$ cat src/rtl/dest_reg_pipe_if.sv
// rtl/dest_reg_pipe_if.sv - decode/issue bundle and hazard results for dest_reg_pipe
// Purpose: groups every non-clock/reset signal of dest_reg_pipe.
// Ports (seen from the pipe, slave modport):
//   in : dst_sel[1:0], rd, rt, issue, stall, flush, src_a, src_b
//   out: RdD, dest_q[DEPTH*REG_W], valid_q[DEPTH], hit_a/hit_b[DEPTH],
//        fwd_a_vld, fwd_b_vld, fwd_a_stg/fwd_b_stg[clog2(DEPTH)], pending_cnt[clog2(DEPTH+1)]
// The master modport is the decode side that drives instructions and consumes hazards.
interface dest_reg_pipe_if #(
  parameter int REG_W = 5,
  parameter int DEPTH = 3
);
  localparam int STG_W = $clog2(DEPTH);
  localparam int CNT_W = $clog2(DEPTH + 1);

  logic [1:0]             dst_sel;
  logic [REG_W-1:0]       rd;
  logic [REG_W-1:0]       rt;
  logic                   issue;
  logic                   stall;
  logic                   flush;
  logic [REG_W-1:0]       src_a;
  logic [REG_W-1:0]       src_b;

  logic [REG_W-1:0]       RdD;
  logic [DEPTH*REG_W-1:0] dest_q;
  logic [DEPTH-1:0]       valid_q;
  logic [DEPTH-1:0]       hit_a;
  logic [DEPTH-1:0]       hit_b;
  logic                   fwd_a_vld;
  logic                   fwd_b_vld;
  logic [STG_W-1:0]       fwd_a_stg;
  logic [STG_W-1:0]       fwd_b_stg;
  logic [CNT_W-1:0]       pending_cnt;

  modport master (
    output dst_sel, rd, rt, issue, stall, flush, src_a, src_b,
    input  RdD, dest_q, valid_q, hit_a, hit_b, fwd_a_vld, fwd_b_vld,
           fwd_a_stg, fwd_b_stg, pending_cnt
  );

  modport slave (
    input  dst_sel, rd, rt, issue, stall, flush, src_a, src_b,
    output RdD, dest_q, valid_q, hit_a, hit_b, fwd_a_vld, fwd_b_vld,
           fwd_a_stg, fwd_b_stg, pending_cnt
  );
endinterface

$ cat src/rtl/dest_reg_pipe.sv
// rtl/dest_reg_pipe.sv - destination-register tracking pipe with hazard detection
// Purpose: tracks the destination register of each in-flight instruction for
//   DEPTH stages after decode and flags decode-stage sources that match a
//   pending write, pointing at the youngest producer.
// Ports:
//   clock  - single rising-edge clock
//   reset  - synchronous active-high reset, clears all stages
//   bus    - dest_reg_pipe_if.slave: decode inputs and hazard/status outputs
module dest_reg_pipe #(
  parameter int REG_W    = 5,
  parameter int LINK_REG = 31,
  parameter int DEPTH    = 3
) (
  input logic           clock,
  input logic           reset,
  dest_reg_pipe_if.slave bus
);
  localparam int STG_W = $clog2(DEPTH);
  localparam int CNT_W = $clog2(DEPTH + 1);

  logic [REG_W-1:0]       destQ [DEPTH];
  logic [DEPTH-1:0]       validQ;
  logic [REG_W-1:0]       rdSel;
  logic                   newValid;
  logic [DEPTH*REG_W-1:0] destFlat;
  logic [DEPTH-1:0]       hitA;
  logic [DEPTH-1:0]       hitB;
  logic [STG_W-1:0]       stgA;
  logic [STG_W-1:0]       stgB;
  logic [CNT_W-1:0]       cnt;

  // Destination decode is purely combinational and ignores reset.
  always_comb begin
    rdSel = '0;
    case (bus.dst_sel)
      2'b01:   rdSel = bus.rd;
      2'b10:   rdSel = bus.rt;
      2'b11:   rdSel = REG_W'(LINK_REG);
      default: rdSel = '0;
    endcase
  end

  // Register 0 is hardwired, so writes to it never create a hazard.
  assign newValid = bus.issue && !bus.flush && (rdSel != '0);

  always_ff @(posedge clock) begin
    if (reset) begin
      validQ <= '0;
      for (int i = 0; i < DEPTH; i++) destQ[i] <= '0;
    end else if (bus.flush) begin
      // Flush only bubbles stage 0; older stages keep moving unless stalled.
      if (!bus.stall) begin
        for (int i = 1; i < DEPTH; i++) begin
          destQ[i]  <= destQ[i-1];
          validQ[i] <= validQ[i-1];
        end
      end
      destQ[0]  <= '0;
      validQ[0] <= 1'b0;
    end else if (!bus.stall) begin
      for (int i = 1; i < DEPTH; i++) begin
        destQ[i]  <= destQ[i-1];
        validQ[i] <= validQ[i-1];
      end
      destQ[0]  <= newValid ? rdSel : '0;
      validQ[0] <= newValid;
    end
  end

  // Hazards look only at registered state, never at the instruction issuing now.
  always_comb begin
    destFlat = '0;
    hitA     = '0;
    hitB     = '0;
    for (int i = 0; i < DEPTH; i++) begin
      destFlat[i*REG_W +: REG_W] = destQ[i];
      hitA[i] = validQ[i] && (destQ[i] == bus.src_a) && (bus.src_a != '0);
      hitB[i] = validQ[i] && (destQ[i] == bus.src_b) && (bus.src_b != '0);
    end
  end

  // Scan oldest to youngest so the lowest-index match wins.
  always_comb begin
    stgA = '0;
    stgB = '0;
    for (int i = DEPTH - 1; i >= 0; i--) begin
      if (hitA[i]) stgA = STG_W'(i);
      if (hitB[i]) stgB = STG_W'(i);
    end
  end

  always_comb begin
    cnt = '0;
    for (int i = 0; i < DEPTH; i++) cnt = cnt + CNT_W'(validQ[i]);
  end

  assign bus.RdD         = rdSel;
  assign bus.dest_q      = destFlat;
  assign bus.valid_q     = validQ;
  assign bus.hit_a       = hitA;
  assign bus.hit_b       = hitB;
  assign bus.fwd_a_vld   = |hitA;
  assign bus.fwd_b_vld   = |hitB;
  assign bus.fwd_a_stg   = stgA;
  assign bus.fwd_b_stg   = stgB;
  assign bus.pending_cnt = cnt;
endmodule

$ cat src/flat_wrapper.sv
// flat-port wrapper written by rule: the top's interface ports become plain ports
module dest_reg_pipe_flat 
#(
  parameter int REG_W    = 5,
  parameter int LINK_REG = 31,
  parameter int DEPTH    = 3
)
  (clock, reset, bus_dst_sel, bus_rd, bus_rt, bus_issue, bus_stall, bus_flush, bus_src_a, bus_src_b, bus_RdD, bus_dest_q, bus_valid_q, bus_hit_a, bus_hit_b, bus_fwd_a_vld, bus_fwd_b_vld, bus_fwd_a_stg, bus_fwd_b_stg, bus_pending_cnt);
  dest_reg_pipe_if #(.REG_W(REG_W), .DEPTH(DEPTH)) bus_i ();
  input logic clock;
  input logic reset;
  input wire logic [$bits(bus_i.dst_sel)-1:0] bus_dst_sel;
  input wire logic [$bits(bus_i.rd)-1:0] bus_rd;
  input wire logic [$bits(bus_i.rt)-1:0] bus_rt;
  input wire logic [$bits(bus_i.issue)-1:0] bus_issue;
  input wire logic [$bits(bus_i.stall)-1:0] bus_stall;
  input wire logic [$bits(bus_i.flush)-1:0] bus_flush;
  input wire logic [$bits(bus_i.src_a)-1:0] bus_src_a;
  input wire logic [$bits(bus_i.src_b)-1:0] bus_src_b;
  output wire logic [$bits(bus_i.RdD)-1:0] bus_RdD;
  output wire logic [$bits(bus_i.dest_q)-1:0] bus_dest_q;
  output wire logic [$bits(bus_i.valid_q)-1:0] bus_valid_q;
  output wire logic [$bits(bus_i.hit_a)-1:0] bus_hit_a;
  output wire logic [$bits(bus_i.hit_b)-1:0] bus_hit_b;
  output wire logic [$bits(bus_i.fwd_a_vld)-1:0] bus_fwd_a_vld;
  output wire logic [$bits(bus_i.fwd_b_vld)-1:0] bus_fwd_b_vld;
  output wire logic [$bits(bus_i.fwd_a_stg)-1:0] bus_fwd_a_stg;
  output wire logic [$bits(bus_i.fwd_b_stg)-1:0] bus_fwd_b_stg;
  output wire logic [$bits(bus_i.pending_cnt)-1:0] bus_pending_cnt;
  assign bus_i.dst_sel = bus_dst_sel;
  assign bus_i.rd = bus_rd;
  assign bus_i.rt = bus_rt;
  assign bus_i.issue = bus_issue;
  assign bus_i.stall = bus_stall;
  assign bus_i.flush = bus_flush;
  assign bus_i.src_a = bus_src_a;
  assign bus_i.src_b = bus_src_b;
  assign bus_RdD = bus_i.RdD;
  assign bus_dest_q = bus_i.dest_q;
  assign bus_valid_q = bus_i.valid_q;
  assign bus_hit_a = bus_i.hit_a;
  assign bus_hit_b = bus_i.hit_b;
  assign bus_fwd_a_vld = bus_i.fwd_a_vld;
  assign bus_fwd_b_vld = bus_i.fwd_b_vld;
  assign bus_fwd_a_stg = bus_i.fwd_a_stg;
  assign bus_fwd_b_stg = bus_i.fwd_b_stg;
  assign bus_pending_cnt = bus_i.pending_cnt;
  dest_reg_pipe #(.REG_W(REG_W), .LINK_REG(LINK_REG), .DEPTH(DEPTH)) u_core (.clock(clock), .reset(reset), .bus(bus_i));
endmodule
$ cat config.mk
export PLATFORM = sky130hd
export DESIGN_NAME = dest_reg_pipe_flat
export DESIGN_NICKNAME = d
export VERILOG_FILES = /design/src/rtl/dest_reg_pipe_if.sv /design/src/rtl/dest_reg_pipe.sv /design/src/flat_wrapper.sv
export SDC_FILE = /design/constraint.sdc
export NUM_CORES = 1
export LEC_CHECK = 0
export ABC_AREA = 1
export CORE_ASPECT_RATIO = 0.7
export CORE_MARGIN = 5
export CORE_UTILIZATION = 42
export DETAILED_ROUTE_END_ITERATION = 16
export PLACE_DENSITY_LB_ADDON = 0.15
export SLEW_MARGIN = 20
export SYNTH_ARGS = -nofsm -noshare
export SYNTH_HDL_FRONTEND = slang
export SYNTH_SLANG_ARGS = --single-unit
export TNS_END_PERCENT = 100
$ cat constraint.sdc
create_clock -name clock -period 1.72 [get_ports clock]
set_input_delay 0.43 -clock clock [delete_from_list [all_inputs] [get_ports clock]]
set_output_delay 0.43 -clock clock [all_outputs]
set_load 0.02 [all_outputs]
==> results of run 1 <==
what timing repair did:
item                                    CTS  global route
gates cloned                              1             0
setup buffers                            13             8
pin swaps                                21            23
endpoints found under the setup margin   42            25
resized for setup                       189            51
layer usage:
metal | vias to the layer above | GRT usage, % | share of wire (%)
met5 | - | 0 | 0
met1 | 883 | 34.1 | 42
met3 | 9 | 5.66 | 11
li1 | 949 | - | -
met2 | 108 | 39.4 | 46
met4 | 0 | 5.78 | 0.98
cells by family (layout without fill, tap and decap cells):
family                   Yosys count  after routing  share of synthesized area, %
AO/OA/AOI/OAI                     17             17                          7.34
adder cells (fa/ha/maj)            1              1                          1.40
flip-flops                        18             18                          35.7
buffers and inverters             45            174                          12.3
XOR/XNOR                           7              7                          4.28
AND/OR/NAND/NOR                  139            139                          39.0
power by group through the flow:
stage / logic (W) / registers (W) / clock network (W)
3_5_place_dp: 0.000465 / 0.000535 / 0
3_3_place_gp: 0.000457 / 0.000534 / 0
4_1_cts: 0.000489 / 0.000525 / 0.000350
6_report: 0.000536 / 0.000529 / 0.000343
5_1_grt: 0.000579 / 0.000531 / 0.000361
2_1_floorplan: 0.000171 / 0.000558 / 0
cell usage after synthesis, drive strengths merged:
library cell / number / area (um2)
nand2: 81 / 307
inv: 44 / 165
nor2: 40 / 153
edfxtp: 15 / 450
nand3: 15 / 80.1
o21ai: 11 / 58.8
xor2: 5 / 43.8
a21oi: 4 / 20.0
dfxtp: 3 / 60.1
or2: 2 / 12.5
xnor2: 2 / 17.5
a21boi: 1 / 7.51
buf: 1 / 11.3
fa: 1 / 20.0
nand4: 1 / 6.26
o21bai: 1 / 18.8
critical path, stage by stage, from the launching register on:
cell,delay [ns]
sky130_fd_sc_hd__edfxtp_1,0.47
sky130_fd_sc_hd__buf_6,0.16
sky130_fd_sc_hd__xor2_1,0.13
sky130_fd_sc_hd__nor2_1,0.12
sky130_fd_sc_hd__nand3_1,0.12
sky130_fd_sc_hd__nor2_1,0.14
sky130_fd_sc_hd__buf_4,0.16
path summary, 6_finish.rpt:
kind / from / to / cells after the start
min: u_core.bus.valid_q[1]$_SDFFE_PP0N_ / u_core.bus.valid_q[2]$_SDFFE_PP0N_ / 3
min reg2reg: u_core.bus.valid_q[1]$_SDFFE_PP0N_ / u_core.bus.valid_q[2]$_SDFFE_PP0N_ / 3
max: u_core.destQ[2][4]$_DFFE_PP_ / bus_fwd_a_stg[1] / 6
max reg2reg: u_core.destQ[0][3]$_SDFFCE_PN0P_ / u_core.destQ[1][3]$_SDFFCE_PP0P_ / 5
per-stage QoR:
step / setup TNS [ns] / std cells
4_1_cts: -1.87 / 395
2_1_floorplan: -0.0140 / 227
6_report: -2.50 / 403
5_1_grt: -3.30 / 403
3_5_place_dp: -15.63 / 377
3_3_place_gp: -14.97 / 377
final cells by class:
type / instances / area share, %
Inverter: 44 / 6.06
Timing Repair Buffer: 126 / 40.2
Tap cell: 47 / 2.16
Sequential cell: 18 / 18.8
Multi-Input combinational cell: 164 / 30.7
Clock buffer: 4 / 2.02
registers in the layout (all words and copies together) (netlist names):
signal / flops
u_core.destQ: 15
u_core.bus.valid_q: 3
==> results.md, run 1 <==
- The number of levels in the clock H-tree is 1.
- The warning count from the yosys run is 0.
- Once detail routing completed, the nets flagged for antenna violations numbered 0.
- The final-report max-slew violation count is 0.
- In this run the cell area measured after placement is 2430 um2.
- The cell at the root of the clock tree is sky130_fd_sc_hd__clkbuf_8.
- The synthesized netlist net count is approximately 260.
- For this design the top-level I/O count stands at 64.
- The post-layout minimum cycle time is about 2 ns.
- The count of vias placed by the detailed router is 1,949.
- The routed design has 5840 um of wire.
- The switching power is between 0.0004 and 0.0005 W.
- The floorplan step set the die width to approximately 80 um.
- Cells fill around 85% of the core in the end.
- The share of the cycle needed by the critical path after routing is 115%.
- The sum of overflow across all layers after global routing is 0.
- The via count of the first global-routing pass was between 1,500 and 2,000.
- In the routed layout, each cell is associated on average with a via count of just under 5.
- The largest clock skew in the final design is 0.00707 ns.
- The mean post-synth cell area is between 6 and 7 um2.
- The filler cells instantiated in the layout total 182.
- The number of detailed-routing iterations run before antenna repair is 4.
- The first global-routing pass estimated around 9000 um of wire.
- The leakage power is approximately 1.5 nW.
- The total number of nets in the final design is between 300 and 400.
- The count of buffers added on input and output ports is 63.
- In this run, synthesis produced a sequential element count of 18.
- The setup path with the least slack is of type flip-flop to output port.
- The TritonCTS clock tree is built.
- Measured along the y axis, the die boundary spans around 59 um.
- The initialized floorplan defines 17 standard-cell rows.
- The classification of the worst-slack hold path is flip-flop to flip-flop.
- The number of clock buffers added by TritonCTS is 3.
- The hold violation count in the final report is 0.
- The die covers about 4700 um2.
- The area occupied by multi-input gates is 838 um2.
- The run finished, with violations left.
- The maximum number of pins on one net before global-route repair is 11.
- Dividing the detail-routed wire length by the instance count gives ~14 um.
- Leaving out fill and tap cells, the most frequent cell in the layout is sky130_fd_sc_hd__nand2_1.
- Of the total power, combinational logic draws approximately two fifths.
- For the worst setup path, the data required time is between 1 and 1.5 ns.
- The clock transition at the registers of the reported paths is 0.06 ns.
- The worst setup path is launched from a flip-flop.
- The DRC violation count after routing is 0.
- The area growth from synthesis to layout is 90.5%.
- The cell area that synthesis handed to floorplanning was approximately 1400 um2.
- In this run the worst path has a maximum fanout of 3.
- Setup repair after global routing could not meet its margin everywhere.
- The initial antenna violation count is 0.
- The setup check on the worst reg-to-reg path leaves a slack of between 0.5 and 0.6 ns.
- The tree built by TritonCTS fans out to 18 sinks.
- The tool flagged a number of max-cap violations equal to 0.
- The worst-skew pair later-pin latency is between 0.2 and 0.3 ns.
- The setup violation total in the final timing report is 14.
- The overall power consumption is between 0.001 and 0.0015 W.
- For this run, the total global-route usage over all layers was measured as 24.6%.
- The internal power of the cells totals 0.000964 W.
- The endpoint arrival time on the critical path is approximately 1.6 ns.
- IR analysis of the VDD net gives a maximum drop of 415 uV.
- Across all setup checks in the final design, the least slack found is -0.257 ns.
- The post-DP HPWL is around 4200 um.
- The sequential fraction of the synthesis area is between 30% and 40%.
- The worst setup path is captured at an output port.
- The maximum buffer depth of the clock tree is 2.
- The detailed router finished its first iteration with between 200 and 300 violations.
- The core outline area is between 3000 and 4000 um2.
- For the pin with the worst max-slew slack, the measured transition is around 0.23 ns.
- The switching part of the total power is a little under a third.
- The upper clock frequency limit is approximately 510 MHz.
- In the layout the commonest cells are sky130_fd_sc_hd__nand2_1, sky130_fd_sc_hd__buf_4, sky130_fd_sc_hd__inv_1, sky130_fd_sc_hd__buf_6, sky130_fd_sc_hd__nor2_1.
- The share of total power dissipated in the clock network is 24.4%.
- The weighted congestion at the end of routability-driven global placement is around 1.1.
- The final antenna diode count is 0.
- The area of all placed cells without fillers is roughly 2700 um2.
- For this configuration, the core starts out at a cell density of between 40% and 50%.
- The number of hold buffers added after CTS was 0.
- In this run the tightest slew margin relative to its limit is between 80% and 90%.
- The final reports fail on negative setup slack.
- The register area is roughly 500 um2.
- The share of post-route cells with drive strength above 1 is 44.7%.
- The fraction of power consumed by sequential logic is a little under two fifths.
- The gate count after technology mapping is 227.
- The power density of the placed cells is slightly above 500 nW/um2.
- The number of distinct standard cells referenced by the synthesized netlist is 22.
- The worst hold margin is approximately 0.64 ns.
- The worst setup slack before clock tree synthesis is -0.998 ns.
Power figures use the tool's default switching activity.
==> run 2, diff against run 1 <==
Settings changed: CORE_UTILIZATION 42 to 40.
==> run 2 against run 1 <==
The run still ends with negative setup slack left; critical endpoint is now bus_fwd_b_stg[1]; global-route usage decreased by 2.4 points; register-to-register slack barely moved; clock-buffer cell count did not move; die area is 4.3% higher; sequential cell count unchanged; critical path depth up 1; fmax increased by 0.52%; design area is 1.8% higher; sequential power about the same; final cell count grew 1.7%; clock skew about the same; first-iteration DRC count decreased by 18%.
==> results.md, run 2 (same netlist as run 1, synthesis figures left out) <==
- The number of buffers added by the clock tree synthesis step came to 3 (unchanged).
- The critical path endpoint category is an output port (unchanged).
- The final-report max-slew violation count came to 0 (unchanged).
- The register area is 514 um2 (was 513 um2).
- Status: finished, violations left (unchanged).
- The post-layout minimum cycle time was 1.97 ns (was 1.98 ns).
- The full die area was 4890 um2 (was 4690 um2).
- The number of levels in the clock H-tree is 1 (unchanged).
- The setup slack of the most critical reg-to-reg path is 0.59 ns (about the same).
- The count of nets left with antenna violations after detail routing came to 0 (unchanged).
- The worst endpoint required time was 1.29 ns (about the same).
- The maximum buffer depth of the clock tree is 2 (unchanged).
- The gate family responsible for the most delay along the worst path was flip-flops (unchanged).
- The final wirelength is 6000 um (was 5840 um).
- The I/O pin count is 64 (unchanged).
- The register bank with the most flops is u_core.destQ (unchanged).
- The area growth from synthesis to layout is 93.9% (was 90.5%).
- The total number of nets in the final design is 389 (was 385).
- The number of max-cap violations is 0 (unchanged).
- The core outline area came to 3490 um2 (was 3210 um2).
- The commonest non-fill, non-tap cell in the layout is sky130_fd_sc_hd__buf_4 (was sky130_fd_sc_hd__nand2_1).
- The DRC violation count after routing is 0 (unchanged).
- The area occupied by multi-input gates is 867 um2 (was 838 um2).
- The category of the worst setup path launch point is a flip-flop (unchanged).
- The worst-case headroom to the max-slew limit is 82.9% (was 84.4%).
- The number of inserted filler cells in the final layout came to 215 (was 182).
- The maximum number of pins on one net before global-route repair is 11 (unchanged).
- The worst hold margin is 0.674 ns (was 0.639 ns).
- The endpoint arrival time on the critical path is 1.54 ns (was 1.55 ns).
- The worst path buffer plus inverter count is 1 (was 2).
- The number of clock sinks is 18 (unchanged).
- The post-DP HPWL is 4010 um (was 4190 um).
- The global-route usage over all layers is 22.3% (was 24.6%).
- The hold violation count in the final report is 0 (unchanged).
- The setup violation total in the final timing report is 13 (was 14).
- The initial antenna violation count is 0 (unchanged).
- The core utilization of the finished layout came to 79.5% (was 84.9%).
- The setup slack of the critical path after layout is -0.247 ns (was -0.257 ns).
- The initial standard-cell utilization of the core is 41.0% (was 44.6%).
- The die outline height is 60.1 um (was 58.8 um).
- The total negative setup slack is -2.38 ns (was -2.50 ns).
- The chip width was 81.5 um (was 79.8 um).
- The leakage power is 1.54 nW (was 1.48 nW).
- The upper clock frequency limit was 508 MHz (was 506 MHz).
- The TritonCTS clock tree is built (unchanged).
- The count of port buffers added during placement was 63 (unchanged).
- Violations in the final reports: negative setup slack (unchanged).
- The via count of the first global-routing pass is 1,775 (was 1,829).
- The clock transition at the registers of the reported paths is 0.07 ns (was 0.06 ns).
- The overall power consumption is 0.00143 W (was 0.00141 W).
- The sum of overflow across all layers after global routing was 0 (unchanged).
- The largest clock skew in the final design was 0.00660 ns (was 0.00707 ns).
- The cell at the root of the clock tree is sky130_fd_sc_hd__clkbuf_8 (unchanged).
- The share of post-route cells with drive strength above 1 came to 46.9% (was 44.7%).
- The vias per cell is 4.90 (was 4.84).
- The share of the cycle needed by the critical path after routing is 114% (was 115%).
- The largest incremental delay on the critical path is 0.51 ns (was 0.47 ns).
- Series of cell instances along the critical path: xnor2_1, nand2_1, nor2_2, nand2_2, nand2_1, nor2_2, buf_6 (was buf_6, xor2_1, nor2_1, nand3_1, nor2_1, buf_4).
- The pin slew with the least headroom to its limit was 0.257 ns (was 0.232 ns).
- The cell count after placement is 385 (was 377).
- The number of DRC violations after detailed-routing iteration 0 is 219 (was 266).
- The mean routed wirelength per cell was 14.6 um (was 14.5 um).
- The classification of the worst-slack hold path is flip-flop to flip-flop (unchanged).
- The worst-skew pair later-pin latency came to 0.26 ns (about the same).
- Commonest non-fill, non-tap cells in the layout: sky130_fd_sc_hd__buf_4, sky130_fd_sc_hd__nand2_1, sky130_fd_sc_hd__nor2_1 (was sky130_fd_sc_hd__nand2_1, sky130_fd_sc_hd__buf_4, sky130_fd_sc_hd__inv_1, sky130_fd_sc_hd__buf_6, sky130_fd_sc_hd__nor2_1).
- The weighted congestion at the end of routability-driven global placement is 0.948 (was 1.14).
- The number of standard cells in the final layout excluding fillers came to 410 (was 403).
- The number of detailed-routing iterations run before antenna repair is 5 (was 4).
- The final antenna diode count is 0 (unchanged).
- The flip-flop count of the largest register after layout was 15 (unchanged).
- The largest voltage drop on the vdd net is 504 uV (was 415 uV).
- RSZ-0062 raised after global routing: true (unchanged).
- The site row count is 18 (was 17).
- The maximum net fanout on the critical path was 4 (was 3).
- The count of vias placed by the detailed router is 2,010 (was 1,949).
- The kind of critical path was flip-flop to output port (unchanged).
- The slowest library cell on the worst path is sky130_fd_sc_hd__edfxtp_1 (unchanged).
- The global-route wire length before repair was 8220 um (was 8790 um).
- The power density of the placed cells is 516 nW/um2 (was 517 nW/um2).
## run 2: tightest hold or removal path, cell delays in order (launching register included)
cell and delay [ns]:
sky130_fd_sc_hd__dfxtp_2 0.36, sky130_fd_sc_hd__buf_4 0.15, sky130_fd_sc_hd__nand3_1 0.07, sky130_fd_sc_hd__nand2_1 0.06
## run 2: through the flow
step | cell area (um2) | setup slack (ns)
2_1_floorplan | 1440 | -0.0140
4_1_cts | 2580 | -0.185
3_5_place_dp | 2470 | -0.983
5_1_grt | 2780 | -0.347
6_report | 2780 | -0.247
3_3_place_gp | 2470 | -0.969
## run 2: worst paths after layout
| kind | depth (start not counted) | start | to |
|---|---|---|---|
| worst max register to register | 4 | u_core.destQ[0][0]$_SDFFCE_PN0P_ | u_core.destQ[1][0]$_SDFFCE_PP0P_ |
| worst max-delay path | 7 | u_core.destQ[1][2]$_SDFFCE_PP0P_ | bus_fwd_b_stg[1] |
| worst min-delay path | 3 | u_core.bus.valid_q[0]$_SDFFE_PP0N_ | u_core.bus.valid_q[0]$_SDFFE_PP0N_ |
| worst min register to register | 3 | u_core.bus.valid_q[0]$_SDFFE_PP0N_ | u_core.bus.valid_q[0]$_SDFFE_PP0N_ |
## run 2: per-layer routing
layer,vias to the layer above,part of all wire [%],GRT usage [%]
li1,963,-,-
met1,912,38,31.4
met2,123,49,35.3
met3,12,11,3.92
met4,0,1.6,5.78
met5,-,0,0
## run 2: repair_timing
action	CTS	global route
gates resized for setup	185	60
pin swaps	24	25
buffers inserted	7	13
hold buffers	0	0
setup endpoints to repair	38	20
cloned	1	0
## run 2: where the power goes
part	switching (W)	total (W)	internal [W]
combinational	0.000281	0.000550	0.000269
sequential	0.0000332	0.000532	0.000498
clock	0.000148	0.000352	0.000204
total	0.000462	0.00143	0.000971
## run 2: final cells by class
class | instances | share of cell area [%]
tap | 50 | 2.25
multi-input combinational | 164 | 31.2
inverter | 44 | 5.95
timing repair buffer | 130 | 40.0
clock buffer | 4 | 1.98
sequential | 18 | 18.5
==> run 3, diff against run 2 <==
Settings changed: MAX_ROUTING_LAYER set to met4.
==> run 3 against run 2 <==
Sequential power is 0.8% lower; clock-buffer cell count unchanged; combinational power barely moved; fmax is 1.6% lower; die area unchanged; the run still ends with negative setup slack left; sequential cell count unchanged; critical path depth is the same; via count is 2.0% lower; worst hold slack lost 0.056 ns; setup slack got worse by 0.033 ns; routed wire length decreased by 2.4%; design area grew 0.50%.
==> results.md, run 3 (same netlist as run 1, synthesis figures left out) <==
- Status: finished, violations left (unchanged).
- The worst endpoint required time is 1.29 ns (about the same).
- The final antenna diode count came to 0 (unchanged).
- The worst-skew pair later-pin latency was 0.25 ns (was 0.26 ns).
- The cell depth of the worst flop-to-flop path is 5 (was 4).
- The vias per cell came to 4.77 (was 4.90).
- The worst hold margin is 0.618 ns (was 0.674 ns).
- The DRC violation count after routing was 0 (unchanged).
- The register bank with the most flops is u_core.destQ (unchanged).
- The largest voltage drop on the vdd net is 556 uV (was 504 uV).
- The endpoint arrival time on the critical path was 1.57 ns (was 1.54 ns).
- The area of all placed cells without fillers came to 2790 um2 (was 2780 um2).
- The clock network fraction of design power was 24.2% (was 24.6%).
- The maximum number of pins on one net before global-route repair is 11 (unchanged).
- The count of nets left with antenna violations after detail routing came to 0 (unchanged).
- The overall power consumption came to 0.00142 W (was 0.00143 W).
- The number of DRC violations after detailed-routing iteration 0 is 166 (was 219).
- The global-route usage over all layers is 23.7% (was 22.3%).
- The count of port buffers added during placement is 63 (unchanged).
- RSZ-0062 raised after global routing: true (unchanged).
- The setup slack of the critical path after layout is -0.280 ns (was -0.247 ns).
- The final wirelength came to 5850 um (was 6000 um).
- The leakage power is 1.54 nW (about the same).
- The setup violation total in the final timing report is 13 (unchanged).
- The worst-case headroom to the max-slew limit is 83.6% (was 82.9%).
- The total number of nets in the final design is 392 (was 389).
- The post-DP HPWL is 4190 um (was 4010 um).
- The hold violation count in the final report is 0 (unchanged).
- The flip-flop count of the largest register after layout is 15 (unchanged).
- Violations in the final reports: negative setup slack (unchanged).
- The clock transition at the registers of the reported paths is 0.07 ns (about the same).
- The global-route wire length before repair is 8460 um (was 8220 um).
- The largest clock skew in the final design is 0.00796 ns (was 0.00660 ns).
- The site row count was 18 (unchanged).
- The TritonCTS clock tree was built (unchanged).
- The mean routed wirelength per cell came to 14.2 um (was 14.6 um).
- The area growth from synthesis to layout is 94.8% (was 93.9%).
- The number of inserted filler cells in the final layout is 244 (was 215).
- The kind of critical path is flip-flop to output port (unchanged).
- The core outline area is 3490 um2 (unchanged).
- The post-layout minimum cycle time is 2.00 ns (was 1.97 ns).
- The upper clock frequency limit is 500 MHz (was 508 MHz).
- The final-report max-slew violation count came to 0 (unchanged).
- The worst hold path depth is 3 (unchanged).
- The maximum net fanout on the critical path is 3 (was 4).
- The critical path endpoint category is an output port (unchanged).
- The number of max-cap violations is 0 (unchanged).
- The commonest non-fill, non-tap cell in the layout is sky130_fd_sc_hd__nand2_1 (was sky130_fd_sc_hd__buf_4).
- The die outline height came to 60.1 um (unchanged).
- The fraction of power consumed by sequential logic came to 37.2% (was 37.1%).
- The full die area is 4890 um2 (unchanged).
- The initial standard-cell utilization of the core is 41.0% (unchanged).
- The share of the cycle needed by the critical path after routing was 116% (was 114%).
- Commonest non-fill, non-tap cells in the layout: sky130_fd_sc_hd__nand2_1, sky130_fd_sc_hd__buf_4, sky130_fd_sc_hd__inv_1, sky130_fd_sc_hd__nor2_1, sky130_fd_sc_hd__buf_6 (was sky130_fd_sc_hd__buf_4, sky130_fd_sc_hd__nand2_1, sky130_fd_sc_hd__nor2_1).
- The weighted congestion at the end of routability-driven global placement was 1.05 (was 0.948).
- The design internal power is 0.000973 W (was 0.000971 W).
- The cell at the root of the clock tree is sky130_fd_sc_hd__clkbuf_8 (unchanged).
- The switching power came to 0.000448 W (was 0.000462 W).
- The number of clock sinks was 18 (unchanged).
- The sum of overflow across all layers after global routing is 0 (unchanged).
- The number of buffers added by the clock tree synthesis step is 3 (unchanged).
- The number of levels in the clock H-tree is 1 (unchanged).
- The worst setup slack before clock tree synthesis is -1.00 ns (was -0.983 ns).
- The count of vias placed by the detailed router is 1,970 (was 2,010).
- The initial antenna violation count is 0 (unchanged).
- The classification of the worst-slack hold path is flip-flop to flip-flop (unchanged).
- The number of detailed-routing iterations run before antenna repair is 4 (was 5).
- The maximum buffer depth of the clock tree is 2 (unchanged).
- The switching part of the total power is 31.5% (was 32.2%).
- The category of the worst setup path launch point is a flip-flop (unchanged).
- The placed standard-cell area is 2480 um2 (was 2470 um2).
- The via count of the first global-routing pass is 1,762 (was 1,775).
- The pin slew with the least headroom to its limit is 0.246 ns (was 0.257 ns).
- The share of total power in combinational logic was 38.6% (was 38.3%).
- The chip width is 81.5 um (unchanged).
- The I/O pin count was 64 (unchanged).
- The share of post-route cells with drive strength above 1 was 45.7% (was 46.9%).
- The core utilization of the finished layout is 79.9% (was 79.5%).
- The power density of the placed cells is 510 nW/um2 (was 516 nW/um2).
==> run 3: layout make-up <==
type / count / area [um2] / share of cell area [%]
flip-flops and latches: 18 / 513 / 18.4
multi-input cells: 164 / 862 / 30.9
inverters: 44 / 165 / 5.92
clock buffers: 4 / 55.1 / 1.97
well taps: 50 / 62.6 / 2.24
repair buffers: 133 / 1130 / 40.6
==> run 3: critical path, cell delays in order, from the launching register on <==
cell	delay, ns
sky130_fd_sc_hd__edfxtp_1	0.42
sky130_fd_sc_hd__buf_4	0.16
sky130_fd_sc_hd__xor2_1	0.16
sky130_fd_sc_hd__nor2_1	0.15
sky130_fd_sc_hd__nand3_1	0.15
sky130_fd_sc_hd__inv_2	0.11
sky130_fd_sc_hd__nor2_2	0.05
sky130_fd_sc_hd__buf_6	0.12
==> run 3: worst paths after layout <==
path / startpoint / end / slack, ns
max reg2reg: u_core.destQ[0][0]$_SDFFCE_PN0P_ / u_core.destQ[1][0]$_SDFFCE_PP0P_ / 0.57
min: u_core.bus.valid_q[1]$_SDFFE_PP0N_ / u_core.bus.valid_q[1]$_SDFFE_PP0N_ / 0.62
max: u_core.destQ[0][2]$_SDFFCE_PN0P_ / bus_fwd_b_stg[1] / -0.28
min reg2reg: u_core.bus.valid_q[1]$_SDFFE_PP0N_ / u_core.bus.valid_q[1]$_SDFFE_PP0N_ / 0.62
==> run 3: layer usage <==
metal  wire (um)  GRT usage (%)  share of wire [%]  vias to the layer above
li1            -              -                  -                      965
met1        2590           32.1                 44                      906
met2        2700           35.3                 46                       89
met3         487           7.23                8.3                       10
met4          76           4.10                1.3                        0
met5           0              -                  0                        -
==> run 3: repair_timing <==
| item | 4_1_cts | 5_1_grt |
|---|---|---|
| gates resized for setup | 188 | 48 |
| hold buffers | 0 | 0 |
| pin swaps | 21 | 22 |
| cloned | 0 | 0 |
| endpoints found under the setup margin | 38 | 24 |
| setup buffers | 12 | 11 |
==> run 3: stage by stage <==
step	std cells	TNS, ns
after CTS	403	-2.02
after floorplan	227	-0.0140
final	413	-2.34
after global routing	413	-3.36
after global placement	387	-15.24
after detailed placement	387	-15.56
==> run 3: power groups by stage <==
stage	Combinational [W]	Clock, W	Sequential [W]
4_1_cts	0.000502	0.000347	0.000527
6_report	0.000548	0.000344	0.000528
5_1_grt	0.000590	0.000369	0.000530
3_3_place_gp	0.000473	0	0.000536
2_1_floorplan	0.000171	0	0.000558
3_5_place_dp	0.000476	0	0.000537
